==> src/rtl/bp_be_mem_miss_handler.sv <==
// bp_be_mem_miss_handler
//   Miss/exception sequencer sitting behind the memory pipe. It takes the
//   mem2-aligned status of the instruction leaving the pipe, issues page-table
//   walks, waits for TLB refills or LCE completion of D$ misses, and then
//   either requests a replay of the instruction or raises a precise exception
//   (RISC-V mcause + mtval). A watchdog aborts any wait state that lasts too
//   long.
//
// Ports
//   clk_i, reset_n_i          clock, synchronous active-low reset
//   flush_i                   pipeline flush, aborts pending replay/exception
//   mem2_*                    instruction status at mem2 (valid, pc, vaddr, store)
//   tlb_miss_v_i, cache_miss_v_i, fault_i   miss/fault flags for that instruction
//   ptw_ready_i, ptw_fill_v_i, ptw_page_fault_i   page-table walker handshake
//   cache_req_complete_i      LCE finished the D$ miss
//   replay_yumi_i             replay request consumed
//   stall_o                   block new memory issue while busy
//   ptw_miss_v_o/_vaddr_o/_store_o   walk request
//   replay_v_o, replay_pc_o   replay request
//   exc_v_o, exc_cause_o, exc_vaddr_o   one-cycle exception report
//   watchdog_o                one-cycle pulse when a wait state timed out
module bp_be_mem_miss_handler #(
  parameter int vaddr_width_p = 39,
  parameter int timeout_p     = 1024
) (
  input  logic                     clk_i,
  input  logic                     reset_n_i,
  input  logic                     flush_i,
  input  logic                     mem2_v_i,
  input  logic [vaddr_width_p-1:0] mem2_pc_i,
  input  logic [vaddr_width_p-1:0] mem2_vaddr_i,
  input  logic                     mem2_store_i,
  input  logic                     tlb_miss_v_i,
  input  logic                     cache_miss_v_i,
  input  logic [5:0]               fault_i,
  input  logic                     ptw_ready_i,
  input  logic                     ptw_fill_v_i,
  input  logic                     ptw_page_fault_i,
  input  logic                     cache_req_complete_i,
  input  logic                     replay_yumi_i,
  output logic                     stall_o,
  output logic                     ptw_miss_v_o,
  output logic [vaddr_width_p-1:0] ptw_miss_vaddr_o,
  output logic                     ptw_miss_store_o,
  output logic                     replay_v_o,
  output logic [vaddr_width_p-1:0] replay_pc_o,
  output logic                     exc_v_o,
  output logic [3:0]               exc_cause_o,
  output logic [vaddr_width_p-1:0] exc_vaddr_o,
  output logic                     watchdog_o
);

  localparam logic [2:0] idle_s       = 3'd0;
  localparam logic [2:0] ptw_req_s    = 3'd1;
  localparam logic [2:0] ptw_wait_s   = 3'd2;
  localparam logic [2:0] ptw_drain_s  = 3'd3;
  localparam logic [2:0] cache_wait_s = 3'd4;
  localparam logic [2:0] replay_s     = 3'd5;

  localparam logic [15:0] timeout_lp = 16'(timeout_p - 1);

  logic [2:0]               state_r, state_n;
  logic [vaddr_width_p-1:0] pc_r, vaddr_r;
  logic                     store_r;
  logic [15:0]              cnt_r;
  logic                     exc_v_r, exc_v_n;
  logic [3:0]               exc_cause_r, exc_cause_n;
  logic [vaddr_width_p-1:0] exc_vaddr_r, exc_vaddr_n;
  logic                     watchdog_r, watchdog_n;
  logic                     capture;
  logic                     waiting;
  logic                     timeout;

  // fault_i = {ld_mis, ld_acc, ld_page, st_mis, st_acc, st_page}
  // misaligned beats page beats access.
  function automatic logic [3:0] fault_cause(input logic [5:0] f);
    logic [3:0] c;
    c = 4'd0;
    if      (f[5]) c = 4'd4;
    else if (f[2]) c = 4'd6;
    else if (f[3]) c = 4'd13;
    else if (f[0]) c = 4'd15;
    else if (f[4]) c = 4'd5;
    else if (f[1]) c = 4'd7;
    return c;
  endfunction

  assign waiting = (state_r == ptw_wait_s) || (state_r == ptw_drain_s)
                || (state_r == cache_wait_s);
  assign timeout = waiting && (cnt_r == timeout_lp);

  always_comb begin
    state_n     = state_r;
    exc_v_n     = 1'b0;
    exc_cause_n = exc_cause_r;
    exc_vaddr_n = exc_vaddr_r;
    watchdog_n  = 1'b0;
    capture     = 1'b0;
    case (state_r)
      idle_s: begin
        if (mem2_v_i && !flush_i) begin
          if (|fault_i) begin
            capture     = 1'b1;
            exc_v_n     = 1'b1;
            exc_cause_n = fault_cause(fault_i);
            exc_vaddr_n = mem2_vaddr_i;
          end else if (tlb_miss_v_i) begin
            capture = 1'b1;
            state_n = ptw_req_s;
          end else if (cache_miss_v_i) begin
            capture = 1'b1;
            state_n = cache_wait_s;
          end
        end
      end
      ptw_req_s: begin
        if (flush_i)          state_n = idle_s;
        else if (ptw_ready_i) state_n = ptw_wait_s;
      end
      ptw_wait_s: begin
        // A flush cannot cancel a walk already in flight; drain its fill,
        // unless that fill is arriving right now.
        if (flush_i) begin
          state_n = ptw_fill_v_i ? idle_s : ptw_drain_s;
        end else if (ptw_fill_v_i) begin
          if (ptw_page_fault_i) begin
            exc_v_n     = 1'b1;
            exc_cause_n = store_r ? 4'd15 : 4'd13;
            exc_vaddr_n = vaddr_r;
            state_n     = idle_s;
          end else begin
            state_n = replay_s;
          end
        end else if (timeout) begin
          watchdog_n = 1'b1;
          state_n    = idle_s;
        end
      end
      ptw_drain_s: begin
        if (ptw_fill_v_i) begin
          state_n = idle_s;
        end else if (timeout) begin
          watchdog_n = 1'b1;
          state_n    = idle_s;
        end
      end
      cache_wait_s: begin
        if (flush_i) begin
          state_n = idle_s;
        end else if (cache_req_complete_i) begin
          state_n = replay_s;
        end else if (timeout) begin
          watchdog_n = 1'b1;
          state_n    = idle_s;
        end
      end
      replay_s: begin
        if (flush_i || replay_yumi_i) state_n = idle_s;
      end
      default: state_n = idle_s;
    endcase
  end

  always_ff @(posedge clk_i) begin
    if (!reset_n_i) begin
      state_r     <= idle_s;
      pc_r        <= '0;
      vaddr_r     <= '0;
      store_r     <= 1'b0;
      cnt_r       <= '0;
      exc_v_r     <= 1'b0;
      exc_cause_r <= '0;
      exc_vaddr_r <= '0;
      watchdog_r  <= 1'b0;
    end else begin
      state_r     <= state_n;
      exc_v_r     <= exc_v_n;
      exc_cause_r <= exc_cause_n;
      exc_vaddr_r <= exc_vaddr_n;
      watchdog_r  <= watchdog_n;
      if (capture) begin
        pc_r    <= mem2_pc_i;
        vaddr_r <= mem2_vaddr_i;
        store_r <= mem2_store_i;
      end
      // Any state change leaves the wait state, so the counter cannot wrap.
      if (state_n != state_r) cnt_r <= '0;
      else if (waiting)       cnt_r <= cnt_r + 16'd1;
    end
  end

  assign stall_o          = (state_r != idle_s);
  assign ptw_miss_v_o     = (state_r == ptw_req_s);
  assign ptw_miss_vaddr_o = vaddr_r;
  assign ptw_miss_store_o = store_r;
  assign replay_v_o       = (state_r == replay_s);
  assign replay_pc_o      = pc_r;
  assign exc_v_o          = exc_v_r;
  assign exc_cause_o      = exc_cause_r;
  assign exc_vaddr_o      = exc_vaddr_r;
  assign watchdog_o       = watchdog_r;

endmodule

==> config.mk <==
export PLATFORM = sky130hd
export DESIGN_NAME = bp_be_mem_miss_handler
export DESIGN_NICKNAME = d
export VERILOG_FILES = /design/src/rtl/bp_be_mem_miss_handler.sv
export SDC_FILE = /design/constraint.sdc
export NUM_CORES = 1
export LEC_CHECK = 0
export BUFFER_PORTS_ARGS = -buffer_cell sky130_fd_sc_hd__buf_4
export CORE_ASPECT_RATIO = 1.1
export CORE_MARGIN = 5
export CORE_UTILIZATION = 53
export CTS_CLUSTER_DIAMETER = 50
export DETAILED_ROUTE_END_ITERATION = 6
export GPL_TIMING_DRIVEN = 1
export PLACE_DENSITY = 0.85
export SETUP_SLACK_MARGIN = 0.05
export SYNTH_ARGS = -nofsm -noshare
export SYNTH_HDL_FRONTEND = slang
export SYNTH_SLANG_ARGS = --single-unit
==> constraint.sdc <==
create_clock -name clk_i -period 3.2 [get_ports clk_i]
set_clock_uncertainty 0.1 [all_clocks]
set_input_delay 0.16 -clock clk_i [delete_from_list [all_inputs] [get_ports clk_i]]
set_output_delay 0.16 -clock clk_i [all_outputs]
set_load 0.05 [all_outputs]
-- After elaboration in Yosys (flattened, before gate mapping)
Cells that the tools add are included.
- reduce and logical (&&, ||, !) cells: 12
- bitwise gates (word level): 1
- multiply operators: 0
- divide/modulo/power cells: 0
- add/subtract/negate cells: 1
- muxes and demuxes: 52
- shift-type cells: 0
- eq/ne operators: 12
- order comparisons: 0
- operators by type and width (kind ; number):
    39-bit two-way mux ; 5
    39-bit case mux with 2 select lines ; 1
    3-bit two-way mux ; 16
    4-bit two-way mux ; 9
    3-bit case mux with 6 select lines ; 1
    16-bit by 1-bit adder with 16-bit output, second input constant ; 1
    16-bit by 10-bit == test with 1-bit output, second input constant ; 1
    1-bit two-way mux ; 15
    2-bit != test, second input constant ; 5
    4-bit case mux with 2 select lines ; 1
    3-bit by 2-bit == test with 1-bit output, second input constant ; 2
    3-bit == test, second input constant ; 2
    6-bit AND reduction ; 1
    6-bit OR reduction ; 1
    2-bit two-way mux ; 2
    3-bit by 1-bit == test with 1-bit output, second input constant ; 1
    3-bit logical NOT ; 1
    1-bit logical OR ; 3
    3-bit != test ; 1
    1-bit case mux with 3 select lines ; 1
    3-bit nonzero test ; 1
    1-bit logical AND ; 2
    1-bit case mux with 2 select lines ; 1
    2-bit nonzero test ; 1
    other kinds (3) ; 3
- bits of input ports: 96
- flip-flop bits (word level): 143
- memories: 0
- latch bits: 0
- memory bits (read-only): 0
- logic and storage cells: 87
- output and inout bits: 127
- bits in writable memories: 0

-- Longest topological paths before layout
- depth in word-level cells: 10
- mapped depth: 10
- mapped depth without buffers: 5

-- Worst setup path before layout
OpenSTA, ideal clock, no wires.
- kind: register to register
- from: reg cnt_r[11]
- to: reg cnt_r[10]
- path slack: 1.030 ns
- clock period less this slack: 2.170 ns
- data arrival time: 1.932 ns
- path buffers: 1
- setup time: 0.139 ns
- stages on the path, launching flop included: 7
- required time: 2.961 ns
- cell sequence: dfxtp_1 -> or4_1 -> or3_4 -> o31a_1 -> o22ai_4 -> buf_6 -> a2111oi_2
- cells in the longest elaborated chain, start to end: 8
- elaborated cells on any way between the ends: 11
- classes of those cells: 2 x eq/ne; 7 x mux; 2 x reduce/logical
- RTL lines (item ; RTL line ; RTL):
    start, declared ; 65 ; logic [15:0] cnt_r;
    start signal, assigned ; 188 ; else if (waiting) cnt_r <= cnt_r + 16'd1;
    16-bit by 10-bit == test with 1-bit output (*) ; 90 ; assign timeout = waiting && (cnt_r == timeout_lp);
    1-bit logical AND (*) ; 90 ;
    3-bit two-way mux (*) ; 134, 142, 152 ;
    3-bit two-way mux (on tied branches) ; 150, 125 ;
    3-bit two-way mux (on tied branches) ; 148, 123 ;
    3-bit case mux with 6 select lines (*) ; 99 ; case (state_r)
    3-bit != test (*) ; 187 ; if (state_n != state_r) cnt_r <= '0;
    2-bit OR reduction (no source line) (*) ; - ;
Mark *: on every way between the ends. The rest lies on a longest branch, timed or not.
A chain may end at the register's enable or synchronous reset.

-- Worst setup path after layout
- from: reg state_r[0]
- to: reg cnt_r[4]
- cells in the longest elaborated chain, start to end: 10
- elaborated cells on any way between the ends: 25
- classes of those cells: 6 x eq/ne; 14 x mux; 5 x reduce/logical
- RTL lines (item ; RTL line ; RTL):
    start, declared ; 62 ; logic [2:0] state_r, state_n;
    start signal, assigned ; 166 ; state_r <= idle_s;
    start signal, assigned ; 176 ; state_r <= state_n;
    3-bit by 2-bit == test with 1-bit output ; 88, 99 ;
    1-bit logical OR ; 88 ; assign waiting = (state_r == ptw_wait_s) || (state_r == ptw_drain_s)
    1-bit logical OR ; 89 ; || (state_r == cache_wait_s);
    1-bit logical AND ; 90 ;
    3-bit two-way mux ; 134, 142, 152 ;
    3-bit two-way mux (on tied branches) ; 150, 125 ;
    3-bit two-way mux (on tied branches) ; 148, 123 ;
    3-bit case mux with 6 select lines ; 99 ;
    3-bit != test ; 187 ;
    2-bit OR reduction (no source line) ; - ;
Several ways; a longest one is shown, not always the timed one.

==> summary.txt <==
Worst setup path
  – Setup slack, reg-to-reg: 320 ps
  – R2R cell count: 5
  – WS Path Type: reg2reg
  – Critical path peak fanout: 18
  – Worst setup EP type: flop
  – Startpoint types: flop
  – CP arrival: 3030 ps
  – RR Endpoint: cnt_r[4]$_SDFFE_PP0P_
  – R2R Path Start: state_r[0]$_SDFF_PN0_
  – WP data required: 3340 ps

GRT
  – First-pass GRT wire length: 32700 um
  – Vias in the first global route: 6348
  – Initial antenna violation count: 0
  – Largest net degree at the start of global routing: 76
  – GRT overflow: 0
  – Total track usage: 29.78%

Floorplan
  – Die W: 112.6 um
  – I/O pins: 223
  – DIE HEIGHT: 122.9 um
  – Cell row count: 41
  – DIE AREA: 0.01384 mm^2
  – Core area: 0.01139 mm^2
  – Starting Density: 53.92%

Hold path
  – Hold Crit Start: cache_req_complete_i
  – Tightest Hold Check Type: in2reg
  – Worst Hold Depth: 4
  – Worst Hold Path EP: watchdog_o$_SDFF_PN0_

Yosys
  – Mapped Area: 0.006141 mm^2
  – Post-synth cell types: 59
  – Syn nets: 717
  – Most common flop cell mapped by yosys: dfxtp_1
  – Syn Area/Cell: 9.905 um^2
  – Ys async rst share: 0%
  – Post-synthesis register bit count: 143
  – Synth warn: 0
  – Mapped Cells: 620
  – Sequential share of the synthesized area: 46.62%
  – Post-synth EDFFs: 0

Routing
  – Metal3 WL: 1459 um
  – Routed Antenna Nets: 0
  – # DRC: 0
  – WL/cell: 20.09 um
  – DR top layer: met4
  – Via/cell ratio: 5.834
  – Metal-1 WL: 7518 um
  – DR iter-0 viols: 504
  – Wire length on met2: 11200 um
  – Routed WL: 21250 um
  – First-pass DRT Iterations: 5
  – DR vias: 6172

Timing
  – Final Max Tran Viols: 0
  – RSZ-0062 raised after global routing: false
  – Worst Tran Pin Value: 952.8 ps
  – Final Hold Viols: 0
  – Fmax: 346.9 MHz
  – TNS Setup: 0 ps
  – Slew headroom: 36.48%
  – Final Setup Violations: 0
  – Final Critical Period: 2883 ps
  – Final period util: 90.08%

Power and ir drop
  – Clock power frac: 41.1%
  – Pint: 3.471 mW
  – Switch share: 28.53%
  – Cell Pwr Density: 524.0 mW/mm^2
  – Net Switching: 1.385 mW
  – P_leak: 4.174 nW
  – Comb power frac: 19.1%
  – Final Power: 4.856 mW
  – Peak supply drop: 0.3337 mV
  – Sequential share of power: 39.8%

Placement
  – Port-buffer cells: 222
  – Detailed placement HPWL: 12220 um
  – GPL Wtd Cong: 0.9298

Layout
  – Antenna Cells: 0
  – Fraction of layout cells with a size suffix above 1: 30.95%
  – Syn-to-layout area delta: 50.92%
  – Nets: 993

Run
  – Max Cap Viol: 0

Clock tree
  – CTS tree: built
  – CTS buffer count: 17
  – Worst skew pair latency: 420 ps
  – Max clock buf depth: 2
  – Root buffer cell: clkbuf_16
  – Clock Pin Slew Worst Setup and Hold Paths: 60 ps
  – H-tree depth: 4
  – CTS Sinks: 143

Run status
  – Outcome: complete, no violations
worst max path at each step:
stage          cells after the start                      to              startpoint
2_1_floorplan                      6  cnt_r[10]$_SDFFE_PP0P_  cnt_r[11]$_SDFFE_PP0P_
3_3_place_gp                       5   cnt_r[0]$_SDFFE_PP0P_   state_r[0]$_SDFF_PN0_
4_1_cts                            5   cnt_r[4]$_SDFFE_PP0P_   state_r[0]$_SDFF_PN0_
3_5_place_dp                       5   cnt_r[4]$_SDFFE_PP0P_   state_r[0]$_SDFF_PN0_
5_1_grt                            5   cnt_r[4]$_SDFFE_PP0P_   state_r[0]$_SDFF_PN0_
6_report                           5   cnt_r[4]$_SDFFE_PP0P_   state_r[0]$_SDFF_PN0_
layout by cell type (no fill, tap or decap), drive strengths merged, types with 2 or more instances in the layout:
cell,n
xnor2,8
bufinv,3
nor3,4
mux2i,119
dlygate4sd3,80
nand3,4
a211oi,45
o21a,3
clkinvlp,3
o31a,6
dfxtp,143
a2111oi,11
o31ai,4
inv,12
nand4,2
and2,4
nor4,5
a21oi,47
nand2b,4
clkbuf,22
nor2,94
nand2,6
xor2,2
and4,2
nor2b,4
or3,2
clkinv,2
buf,230
o21ai,9
nor3b,3
and3,2
cell usage after synthesis, types with 2 or more instances:
cell type  instances  area share, %
dfxtp_1          143             47
mux2i_1          119             19
nor2_1            94            5.7
a21oi_1           47            3.8
a211oi_1          45            5.5
clkbuf_1          33            2.0
buf_2             12           0.98
inv_1             11           0.67
o21ai_0            8           0.65
xnor2_1            8            1.1
a2111oi_0          6           0.86
nand2_1            6           0.37
o31a_1             6           0.86
a2111oi_2          5            1.2
nor4_1             5           0.51
and2_1             4           0.41
buf_4              4           0.49
nand2b_1           4           0.41
nand3_1            4           0.33
nor3_1             4           0.33
buf_1              3           0.18
nor2b_1            3           0.31
o21a_1             3           0.37
and3_1             2           0.20
and4_1             2           0.29
nand4_1            2           0.20
nor3b_1            2           0.24
o31ai_1            2           0.24
o31ai_2            2           0.41
xor2_1             2           0.29
state kept, by name, summed over array words and instances, names as in the netlist:
name,cells
ptw_miss_vaddr_o,39
watchdog_o,1
replay_pc_o,39
exc_v_o,1
state_r,3
cnt_r,16
exc_vaddr_o,39
exc_cause_o,4
ptw_miss_store_o,1
layout make-up:
cell class | instances | area [um^2]
clock buffer | 22 | 454.2
clock inverter | 9 | 135.1
fill | 651 | 2121
inverter | 11 | 43.79
multi-input combinational | 413 | 3032
sequential | 143 | 2863
tap | 150 | 187.7
timing repair buffer | 310 | 2552
power groups by stage:
stage / combinational (mW) / clock, mW / sequential (mW)
after floorplan: 0.214 / 0 / 2.26
after global placement: 0.804 / 0 / 1.96
after detailed placement: 0.820 / 0 / 1.96
after CTS: 0.904 / 1.99 / 1.93
after global routing: 0.967 / 2.09 / 1.94
final: 0.928 / 1.99 / 1.93
per-layer routing:
| metal | up-vias | track usage, % |
|---|---|---|
| met5 | - | 0 |
| met2 | 287 | 54.30 |
| met3 | 85 | 7.587 |
| li1 | 2791 | - |
| met4 | 0 | 16.83 |
| met1 | 3009 | 31.15 |
worst max-delay path, stage by stage (launching register included):
cell	delay [ps]
dfxtp_1	710
nor3b_2	180
o211ai_4	350
o31ai_2	150
a2111o_1	650
a2111oi_0	570
timing repair:
item | CTS | global route
hold endpoints to repair | 89 | 0
hold buffers | 80 | 0
endpoints found under the setup margin | 0 | 0
setup buffers | 0 | 0
gates resized for setup | 0 | 0
metrics by stage:
| step | hold WS [ps] | utilization (%) | cells | setup slack [ps] | cell area, um^2 |
|---|---|---|---|---|---|
| finish | 37.33 | 81.38 | 1058 | 317.3 | 9268 |
| CTS | 20.65 | 81.38 | 1058 | 331.6 | 9268 |
| global placement | 287.8 | 69.17 | 947 | 664.1 | 7878 |
| detailed placement | 297.7 | 69.17 | 947 | 356.7 | 7878 |
| global route | 55.09 | 81.38 | 1058 | 197.3 | 9268 |
| floorplan | 203.9 | - | 620 | 1030 | 6141 |
cells by family after synthesis:
logic type | count (synthesis) | share of synthesized area, %
AO/OA/AOI/OAI | 139 | 16.73
XOR/XNOR | 10 | 1.426
adder cells (fa/ha/maj) | 1 | 0.2037
buffers and inverters | 64 | 4.523
flip-flops | 143 | 46.62
multiplexers | 120 | 19.58
AND/OR/NAND/NOR | 143 | 10.92
Note: power is estimated with default switching activity, not from simulation.
